`config.mk`:
```
export PLATFORM = sky130hd
export DESIGN_NAME = thor2023_dcache_rd
export DESIGN_NICKNAME = d
export VERILOG_FILES = /design/src/rtl/thor2023_dcache_rd_pkg.sv /design/src/rtl/thor2023_load_align.sv /design/src/rtl/thor2023_dcache_rd.sv
export SDC_FILE = /design/constraint.sdc
export NUM_CORES = 2
export LEC_CHECK = 0
export BUFFER_PORTS_ARGS = -buffer_cell sky130_fd_sc_hd__buf_2
export CORE_MARGIN = 5
export CORE_UTILIZATION = 30
export CTS_BUF_LIST = sky130_fd_sc_hd__clkbuf_2 sky130_fd_sc_hd__clkbuf_4 sky130_fd_sc_hd__clkbuf_8
export DETAILED_ROUTE_END_ITERATION = 10
export PLACE_DENSITY_LB_ADDON = 0.12
export RECOVER_POWER = 50
export SETUP_SLACK_MARGIN = 0.02
export SLEW_MARGIN = 40
export SYNTH_ARGS = -nofsm -noshare
export SYNTH_HDL_FRONTEND = slang
export SYNTH_SLANG_ARGS = --single-unit
```
`constraint.sdc`:
```
create_clock -name clk -period 6.25 [get_ports clk]
set_clock_uncertainty 0.15 [all_clocks]
set_input_delay 0.625 -clock clk [delete_from_list [all_inputs] [get_ports clk]]
set_output_delay 0.625 -clock clk [all_outputs]
set_load 0.05 [all_outputs]
```
`src/rtl/thor2023_dcache_rd_pkg.sv`:
```
// Shared types and line geometry for the Thor2023 dcache load port.
package thor2023_dcache_rd_pkg;

  localparam int DCacheLineWidth = 512;
  localparam int DCacheOffsW     = $clog2(DCacheLineWidth / 8);

  typedef enum logic [2:0] {
    LD_BYTE  = 3'd0,
    LD_WYDE  = 3'd1,
    LD_TETRA = 3'd2,
    LD_OCTA  = 3'd3,
    LD_HEXI  = 3'd4
  } load_sz_t;

  typedef enum logic [2:0] {
    ST_IDLE,
    ST_LOOKUP,
    ST_CMP,
    ST_MISS,
    ST_RESP
  } dcache_rd_state_t;

endpackage

```
`src/rtl/thor2023_load_align.sv`:
```
// Selects the addressed bytes from a line and zero/sign-extends them to DW bits.
module thor2023_load_align
  import thor2023_dcache_rd_pkg::*;
#(
  parameter int LW = DCacheLineWidth,
  parameter int OW = DCacheOffsW,
  parameter int DW = 128
)(
  input  logic [LW-1:0] line,
  input  logic [OW-1:0] offset,
  input  logic [2:0]    sz,
  input  logic          sign,
  output logic [DW-1:0] res
);

  logic [DW-1:0] sh;
  logic          msb;
  int            nbits;

  assign sh = DW'(line >> {offset, 3'b000});

  always_comb begin
    case (load_sz_t'(sz))
      LD_BYTE:  nbits = 8;
      LD_WYDE:  nbits = 16;
      LD_TETRA: nbits = 32;
      LD_OCTA:  nbits = 64;
      LD_HEXI:  nbits = 128;
      default:  nbits = DW;
    endcase
    if (nbits > DW) nbits = DW;
    msb = 1'b0;
    for (int i = 0; i < DW; i++)
      if (i == nbits - 1) msb = sh[i];
    for (int i = 0; i < DW; i++)
      res[i] = (i < nbits) ? sh[i] : (sign & msb);
  end

endmodule

```
`src/rtl/thor2023_dcache_rd.sv`:
```
// Blocking single-access load port: RAM lookup, tag compare, fill/replay and
// uncached bypass, with byte extraction and extension of the result.
module thor2023_dcache_rd
  import thor2023_dcache_rd_pkg::*;
#(
  parameter int WID  = DCacheLineWidth,
  parameter int IDXW = 7,
  parameter int DW   = 128,
  parameter int TAGW = 32 - IDXW - $clog2(WID / 8)
)(
  input  logic            clk,
  input  logic            rst,
  input  logic            req_valid,
  output logic            req_ready,
  input  logic [31:0]     req_adr,
  input  logic [2:0]      req_sz,
  input  logic            req_sign,
  input  logic [3:0]      req_acr,
  output logic            ram_rd,
  output logic [IDXW-1:0] ram_idx,
  input  logic [TAGW-1:0] ram_tag,
  input  logic            ram_valid,
  input  logic [WID-1:0]  ram_dat,
  output logic            miss_req,
  output logic [31:0]     miss_adr,
  output logic            miss_uncached,
  input  logic            miss_ack,
  input  logic [DW-1:0]   miss_dat,
  output logic            resp_valid,
  input  logic            resp_ready,
  output logic [DW-1:0]   resp_dat,
  output logic            resp_err,
  output logic            resp_hit
);

  localparam int LB  = WID / 8;
  localparam int OW  = $clog2(LB);
  localparam int UOW = $clog2(DW / 8);

  dcache_rd_state_t state;
  logic [31:0]      adr_q;
  logic [2:0]       sz_q;
  logic             sign_q;
  logic             first_try;
  logic [DW-1:0]    ram_res;
  logic [DW-1:0]    unc_res;
  logic [31:0]      req_end;
  logic             req_bad;
  logic             hit;
  logic             unused_acr;

  // Only the cacheable bit matters to the load port.
  assign unused_acr = ^req_acr[2:0];

  assign ram_idx = adr_q[OW +: IDXW];
  assign req_end = 32'(req_adr[OW-1:0]) + (32'd1 << req_sz);
  assign req_bad = (req_sz > LD_HEXI) || (req_end > 32'(LB));
  assign hit     = ram_valid && (ram_tag == adr_q[31 -: TAGW]);

  thor2023_load_align #(.LW(WID), .OW(OW), .DW(DW)) u_ram_align (
    .line   (ram_dat),
    .offset (adr_q[OW-1:0]),
    .sz     (sz_q),
    .sign   (sign_q),
    .res    (ram_res)
  );

  // Uncached data arrives aligned to the low address bits of a DW-wide beat.
  thor2023_load_align #(.LW(DW), .OW(UOW), .DW(DW)) u_unc_align (
    .line   (miss_dat),
    .offset (adr_q[UOW-1:0]),
    .sz     (sz_q),
    .sign   (sign_q),
    .res    (unc_res)
  );

  always_ff @(posedge clk) begin
    if (rst) begin
      state         <= ST_IDLE;
      adr_q         <= '0;
      sz_q          <= '0;
      sign_q        <= 1'b0;
      first_try     <= 1'b0;
      req_ready     <= 1'b0;
      ram_rd        <= 1'b0;
      miss_req      <= 1'b0;
      miss_adr      <= '0;
      miss_uncached <= 1'b0;
      resp_valid    <= 1'b0;
      resp_dat      <= '0;
      resp_err      <= 1'b0;
      resp_hit      <= 1'b0;
    end else begin
      ram_rd <= 1'b0;
      case (state)
        ST_IDLE: begin
          req_ready <= 1'b1;
          if (req_valid && req_ready) begin
            req_ready <= 1'b0;
            adr_q     <= req_adr;
            sz_q      <= req_sz;
            sign_q    <= req_sign;
            if (req_bad) begin
              state      <= ST_RESP;
              resp_valid <= 1'b1;
              resp_err   <= 1'b1;
              resp_dat   <= '0;
              resp_hit   <= 1'b0;
            end else if (!req_acr[3]) begin
              state         <= ST_MISS;
              miss_req      <= 1'b1;
              miss_adr      <= req_adr;
              miss_uncached <= 1'b1;
            end else begin
              state     <= ST_LOOKUP;
              ram_rd    <= 1'b1;
              first_try <= 1'b1;
            end
          end
        end
        ST_LOOKUP: state <= ST_CMP;
        ST_CMP: begin
          if (hit) begin
            state      <= ST_RESP;
            resp_valid <= 1'b1;
            resp_dat   <= ram_res;
            resp_err   <= 1'b0;
            resp_hit   <= first_try;
          end else begin
            state         <= ST_MISS;
            first_try     <= 1'b0;
            miss_req      <= 1'b1;
            miss_adr      <= adr_q & ~32'(LB - 1);
            miss_uncached <= 1'b0;
          end
        end
        ST_MISS: begin
          if (miss_ack) begin
            miss_req <= 1'b0;
            if (miss_uncached) begin
              state      <= ST_RESP;
              resp_valid <= 1'b1;
              resp_dat   <= unc_res;
              resp_err   <= 1'b0;
              resp_hit   <= 1'b0;
            end else begin
              // Fill done: replay the lookup; a further miss simply loops again.
              state  <= ST_LOOKUP;
              ram_rd <= 1'b1;
            end
          end
        end
        ST_RESP: begin
          if (resp_ready) begin
            resp_valid <= 1'b0;
            req_ready  <= 1'b1;
            state      <= ST_IDLE;
          end
        end
        default: state <= ST_IDLE;
      endcase
    end
  end

endmodule
```
== Word-level counts from Yosys, hierarchy flattened ==
Index checks and enable logic that the tools add are counted.

* Reduce and logical (&&, ||, !) cells: 18
* Bitwise operators: 2
* Magnitude comparators: 131
* Equal/unequal tests: 145
* Shift-type cells: 3
* Add/subtract/negate cells: 2
* Multiplexer cells: 569

{| class="wikitable"
|+ Operators with widths
! kind !! count
|-
| 8-bit by 32-bit equality test with 1-bit output, first input constant || 64
|-
| 8-bit by 32-bit less-than comparator with 1-bit output, first input constant || 64
|-
| 7-bit by 32-bit equality test with 1-bit output, first input constant || 32
|-
| 128-bit 2-to-1 mux || 5
|-
| 1-bit 2-to-1 mux || 540
|-
| 6-bit by 32-bit equality test with 1-bit output, first input constant || 16
|-
| 512-bit by 9-bit >> shifter with 128-bit output || 1
|-
| 128-bit case mux with 3 select lines || 1
|-
| 5-bit by 32-bit equality test with 1-bit output, first input constant || 8
|-
| 6-bit by 8-bit less-than comparator with 1-bit output, first input constant || 29
|-
| 4-bit by 32-bit equality test with 1-bit output, first input constant || 4
|-
| 5-bit by 8-bit less-than comparator with 1-bit output, first input constant || 16
|-
| 32-bit 2-to-1 mux || 4
|-
| 128-bit by 7-bit >> shifter with 128-bit output || 1
|-
| 7-bit by 32-bit less-than comparator with 1-bit output, first input constant || 3
|-
| 3-bit by 32-bit equality test with 1-bit output, first input constant || 2
|-
| 4-bit by 8-bit less-than comparator with 1-bit output, first input constant || 8
|-
| 32-bit case mux with 2 select lines || 1
|-
| 6-bit by 32-bit adder with 32-bit output || 1
|-
| 2-bit by 32-bit equality test with 1-bit output, first input constant || 1
|-
| 32-bit by 7-bit greater-than comparator with 1-bit output, second input constant || 1
|-
| 32-bit by 9-bit greater-than comparator with 1-bit output, second input constant || 1
|-
| 32-bit logical NOT || 1
|-
| 3-bit by 8-bit less-than comparator with 1-bit output, first input constant || 4
|-
| other kinds (30) || 62
|}

* Register bits after elaboration: 207
* Input bits: 705
* Output and inout port bits: 174

== Logic depth before layout (Yosys ltp) ==
* Word-level depth: 139
* Depth in mapped cells: 20

== Cells and area by module ==
A second synthesis with hierarchy kept.

* Cells, all modules: 5,069
* Area, all modules: 41,798.8 um2

{| class="wikitable"
|+ By module, submodules not included
! module !! seq. area each (um2) !! cells an instance !! area each (um2) !! times used
|-
| thor2023_load_align at u_ram_align || 0.0 || 2,973 || 25,744.7 || 1
|-
| thor2023_dcache_rd || 4,144.0 || 1,169 || 10,173.5 || 1
|-
| thor2023_load_align at u_unc_align || 0.0 || 927 || 5,880.6 || 1
|}

== Worst setup path before layout ==
Ideal clock, no wire load.

* Kind: input-to-reg
* Start: input port req_sz[2]
* End: register resp_dat[54]
* Required time: 6.025 ns
* Slack: 2.258 ns
* Cell stages on the path: 14
* Library setup time: 0.075 ns
* Data arrival time: 3.767 ns
* Cell sequence: or3b_2 -> fa_1 -> xnor2_1 -> nor4b_1 -> o211ai_1 -> o31ai_1 -> o21ai_0 -> and2_1 -> clkbuf_1 -> clkbuf_1 -> nor2_1 -> clkbuf_1 -> a22oi_1 -> o21ai_0

* Cells in the longest elaborated chain, start to end: 6

{| class="wikitable"
|+ RTL lines
! what !! RTL line !! RTL
|-
| start, declared || thor2023_dcache_rd.sv:16 || <nowiki>input logic [2:0] req_sz,</nowiki>
|-
| 1-bit by 3-bit left shift with 32-bit output || thor2023_dcache_rd.sv:56 || <nowiki>assign req_end = 32'(req_adr[OW-1:0]) + (32'd1 << req_sz);</nowiki>
|-
| 6-bit by 32-bit adder with 32-bit output || thor2023_dcache_rd.sv:56 ||
|-
| 32-bit by 7-bit greater-than comparator with 1-bit output || thor2023_dcache_rd.sv:57 || <nowiki>assign req_bad = (req_sz > LD_HEXI) || (req_end > 32'(LB));</nowiki>
|-
| 1-bit logical OR * || thor2023_dcache_rd.sv:57 ||
|-
| 2-bit != test (no source line) * || - ||
|-
| 6-bit AND reduction (no source line) * || - ||
|-
| end signal, assigned || thor2023_dcache_rd.sv:126 || <nowiki>resp_dat <= ram_res;</nowiki>
|-
| end signal, assigned || thor2023_dcache_rd.sv:143 || <nowiki>resp_dat <= unc_res;</nowiki>
|-
| end, declared || thor2023_dcache_rd.sv:31 || <nowiki>output logic [DW-1:0] resp_dat,</nowiki>
|}

Every way passes the cells marked *; elsewhere a longest branch is shown, timed or not.
A chain may end at the register's enable or synchronous reset.

== Worst setup path after layout ==
* Start: register adr_q[2]
* End: register resp_dat[9]

* Cells in the longest elaborated chain, start to end: 134

{| class="wikitable"
|+ RTL lines
! what !! RTL line !! RTL
|-
| start, declared || thor2023_dcache_rd.sv:41 || <nowiki>logic [31:0] adr_q;</nowiki>
|-
| start signal, assigned || thor2023_dcache_rd.sv:100 || <nowiki>adr_q <= req_adr;</nowiki>
|-
| parallel branches: the longest is 133 deep, another holds 512-bit by 9-bit >> shifter with 128-bit output || - ||
|-
| 128-bit case mux with 3 select lines * || thor2023_dcache_rd.sv:95 || <nowiki>case (state)</nowiki>
|}

Every way passes the cells marked *. The select of a mux whose other input is x is not followed.

==> metrics.yaml <==
run_status: "complete, no violations"
yosysWarnings: 0
crit_chain: "buf_4, buf_12, buf_16, mux2i_1, a22oi_1, o221ai_1, mux4_2, o2111ai_1, o21ai_0, a211oi_1"
ys_seq_area_share_pct: 9.871
reg2reg_depth: 10
power_frac_comb_pct: 70.1
ant_nets: 0
drc: 0
crit_buf_inv: 3
worst-setup-path-type: "reg2reg"
layout_commonest_cell: "nand2_1"
synth_edf_count: 0
synthFlopType: "dfxtp_1"
vias: 48040
area_growth_pct: 12.35
cpMaxStageDelayCell: "dfxtp_4"
insertion_delay_ns: 0.58
slew_headroom_pct: 29.22
r2r-end: "resp_dat[9]"
post-route-period-util_pct: 82.06
routed_wl_mm: 258.0
crit_start: "adr_q[2]"
finalSetupViolCount: 0
start_util_pct: 30.13
clock-sinks: 207
drt_iter0_drc: 5612
die-area_um2: 147500
cp-end-kind: "register"
grt_max_degree: 160
grt_setup_unrepaired: "false"
cp-start-kind: "register"
synth_nets: 6001
final_cell_mix: "965 x nand2_1, 701 x buf_2, 660 x mux2i_1"
async_flop_share_pct: 0
cts_root_buf: "clkbuf_8"
cts_setup_buffers: 0
p_clk_share_pct: 12.9
synth_seq_cells: 207
syn_area_um2: 41980
synth_cell_types: 92
pwr-share-seq_pct: 17.0
cap_violations: 0
p_leak_nw: 16.92
grt_pass1_wl_mm: 354.2
peakVddDrop_v: 0.0001419
wire_per_inst_um: 33.52
drive_gt1_share_pct: 26.55
total_power_mw: 10.07
drtPass1Iterations: 6
cts.htree.levels: 2
cts_resized: 0
worstSetupPathDepth: 10
critical_path_arrival_ns: 5.46
cts_tree: "built"
avgSynthCellArea_um2: 7.939
viasPerCell: 6.241
die_h_um: 384.1
cp_data_required_time_ns: 6.58
intPower_mw: 4.490
clockBufferDepth: 3
final-hold-violation-count: 0
critical_path.endpoint: "resp_dat[9]"
holdCritPathClass: "in2reg"
fmax_ghz: 0.1950
tightestPinTransition_ns: 1.062
clkTransAtPathRegs_ns: 0.07
die_w_um: 384.1
path_delay_family: "compound AO/OA/AOI/OAI gates"
num_rows: 137
power.density_nw_per_um2: 213.4
io_pins: 879
switching_share_pct: 55.39
grt_pass1_vias: 45060
synth_cells: 5288
io_buffers: 875
core_um2: 139400
hold_buffers: 0
slew_viol_final: 0
fin_tns_setup_ns: 0
grt_overflow: 0
r2r_slack_ns: 1.12
critPathMaxStageDelay_ns: 0.89
hold_slack_ns: 0.1181
switchingPower_mw: 5.576
cts_made_buffers: 34
place_congestion: 0.9486
grt_usage_pct: 32.90
rr_startpoint: "adr_q[2]"
antenna_found_initial: 90
timing.final.crit_period_ns: 5.129
dpl.hpwl_mm: 200.8
nets: 6471
crit_fanout: 102
## worst register-to-register path, cell delays in order, from the launching register on
cell	delay (ns)
dfxtp_4	0.89
buf_4	0.45
buf_12	0.32
buf_16	0.45
mux2i_1	0.31
a22oi_1	0.22
o221ai_1	0.19
mux4_2	0.55
o2111ai_1	0.65
o21ai_0	0.51
a211oi_1	0.34
## registers in the layout, indices dropped and copies added (netlist names)
register	count
miss_uncached	1
sign_q	1
adr_q	32
miss_req	1
miss_adr	32
resp_hit	1
resp_valid	1
state	3
sz_q	3
first_try	1
ram_rd	1
resp_dat	128
resp_err	1
req_ready	1
## per-stage QoR
step                      cells  setup slack, ns  util, %  instance area, um^2
after detailed placement   7597            1.360    33.42                46570
after global routing       7680            1.155    33.81                47120
after floorplan            5288            2.258        -                41980
after CTS                  7652            1.400    33.90                47240
after global placement     7594            1.274    33.35                46480
final                      7697            1.121    33.85                47170
## final cells by class
type,instances,area (um^2)
repair buffers,1010,5436
flip-flops and latches,207,4170
well taps,1876,2347
inverters,18,95.09
diodes,44,110.1
clock buffers,47,590.6
clock inverters,8,80.08
fillers,15320,92190
multi-input cells,4487,34340
## how the worst min path moves through the flow
stage	startpoint	endpoint	slack, ns	depth (start not counted)
2_1_floorplan	first_try	resp_hit	0.30	2
3_3_place_gp	miss_adr[1]	miss_adr[1]	0.29	2
3_5_place_dp	resp_hit	resp_hit	0.29	2
4_1_cts	resp_ready	resp_valid	0.07	2
5_1_grt	resp_ready	resp_valid	0.10	2
6_report	resp_ready	resp_valid	0.12	2
## Yosys cell counts (all sizes together), types with 8 or more instances
cell type	n	share of area, %
mux4	365	20
o22a	9	0.19
a22o	10	0.21
a221oi	42	0.89
nor2	462	4.1
dfxtp	207	9.9
or2	14	0.21
and3	23	0.34
a31oi	51	0.76
and2	45	0.67
nand3	67	0.80
nor3	48	0.58
a311oi	38	0.79
o221a	14	0.38
nand2b	14	0.21
buf	350	6.5
mux2i	660	16
o211ai	82	1.5
a31o	8	0.17
o221ai	36	0.75
o2111ai	17	0.35
a21oi	416	5.0
inv	16	0.14
a211oi	161	2.9
xnor2	9	0.19
clkbuf	226	2.1
a22oi	58	1.0
o31ai	8	0.14
or3	14	0.21
o21ai	410	4.9
nand2	968	8.7
mux2	214	5.7
o21a	23	0.41
o22ai	50	0.75
nor2b	20	0.30
xor2	12	0.25
a311o	9	0.21
## power groups by stage
stage	clock network (mW)	logic (mW)	registers [mW]
3_5_place_dp	0	6.90	1.74
4_1_cts	1.33	6.93	1.71
3_3_place_gp	0	6.88	1.74
6_report	1.30	7.05	1.72
5_1_grt	1.37	7.39	1.74
2_1_floorplan	0	3.99	2.18
## layer usage
| metal | GRT usage (%) | part of all wire (%) |
|---|---|---|
| met5 | 0 | 0.13 |
| met4 | 10.65 | 3.7 |
| met3 | 8.848 | 11 |
| met2 | 49.56 | 43 |
| met1 | 45.59 | 43 |
## logic make-up (layout without fill, tap and decap cells)
group | count (synthesis) | count (layout) | share of synthesized area [%]
AND/OR/NAND/NOR | 1718 | 1718 | 16.91
buffers and inverters | 594 | 1083 | 8.673
multiplexers | 1239 | 1239 | 41.29
flip-flops | 207 | 207 | 9.871
XOR/XNOR | 21 | 21 | 0.4381
other | 0 | 44 | 0
AO/OA/AOI/OAI | 1501 | 1501 | 22.57
adder cells (fa/ha/maj) | 8 | 8 | 0.2563
No activity file was read; power rests on OpenSTA's default activity.
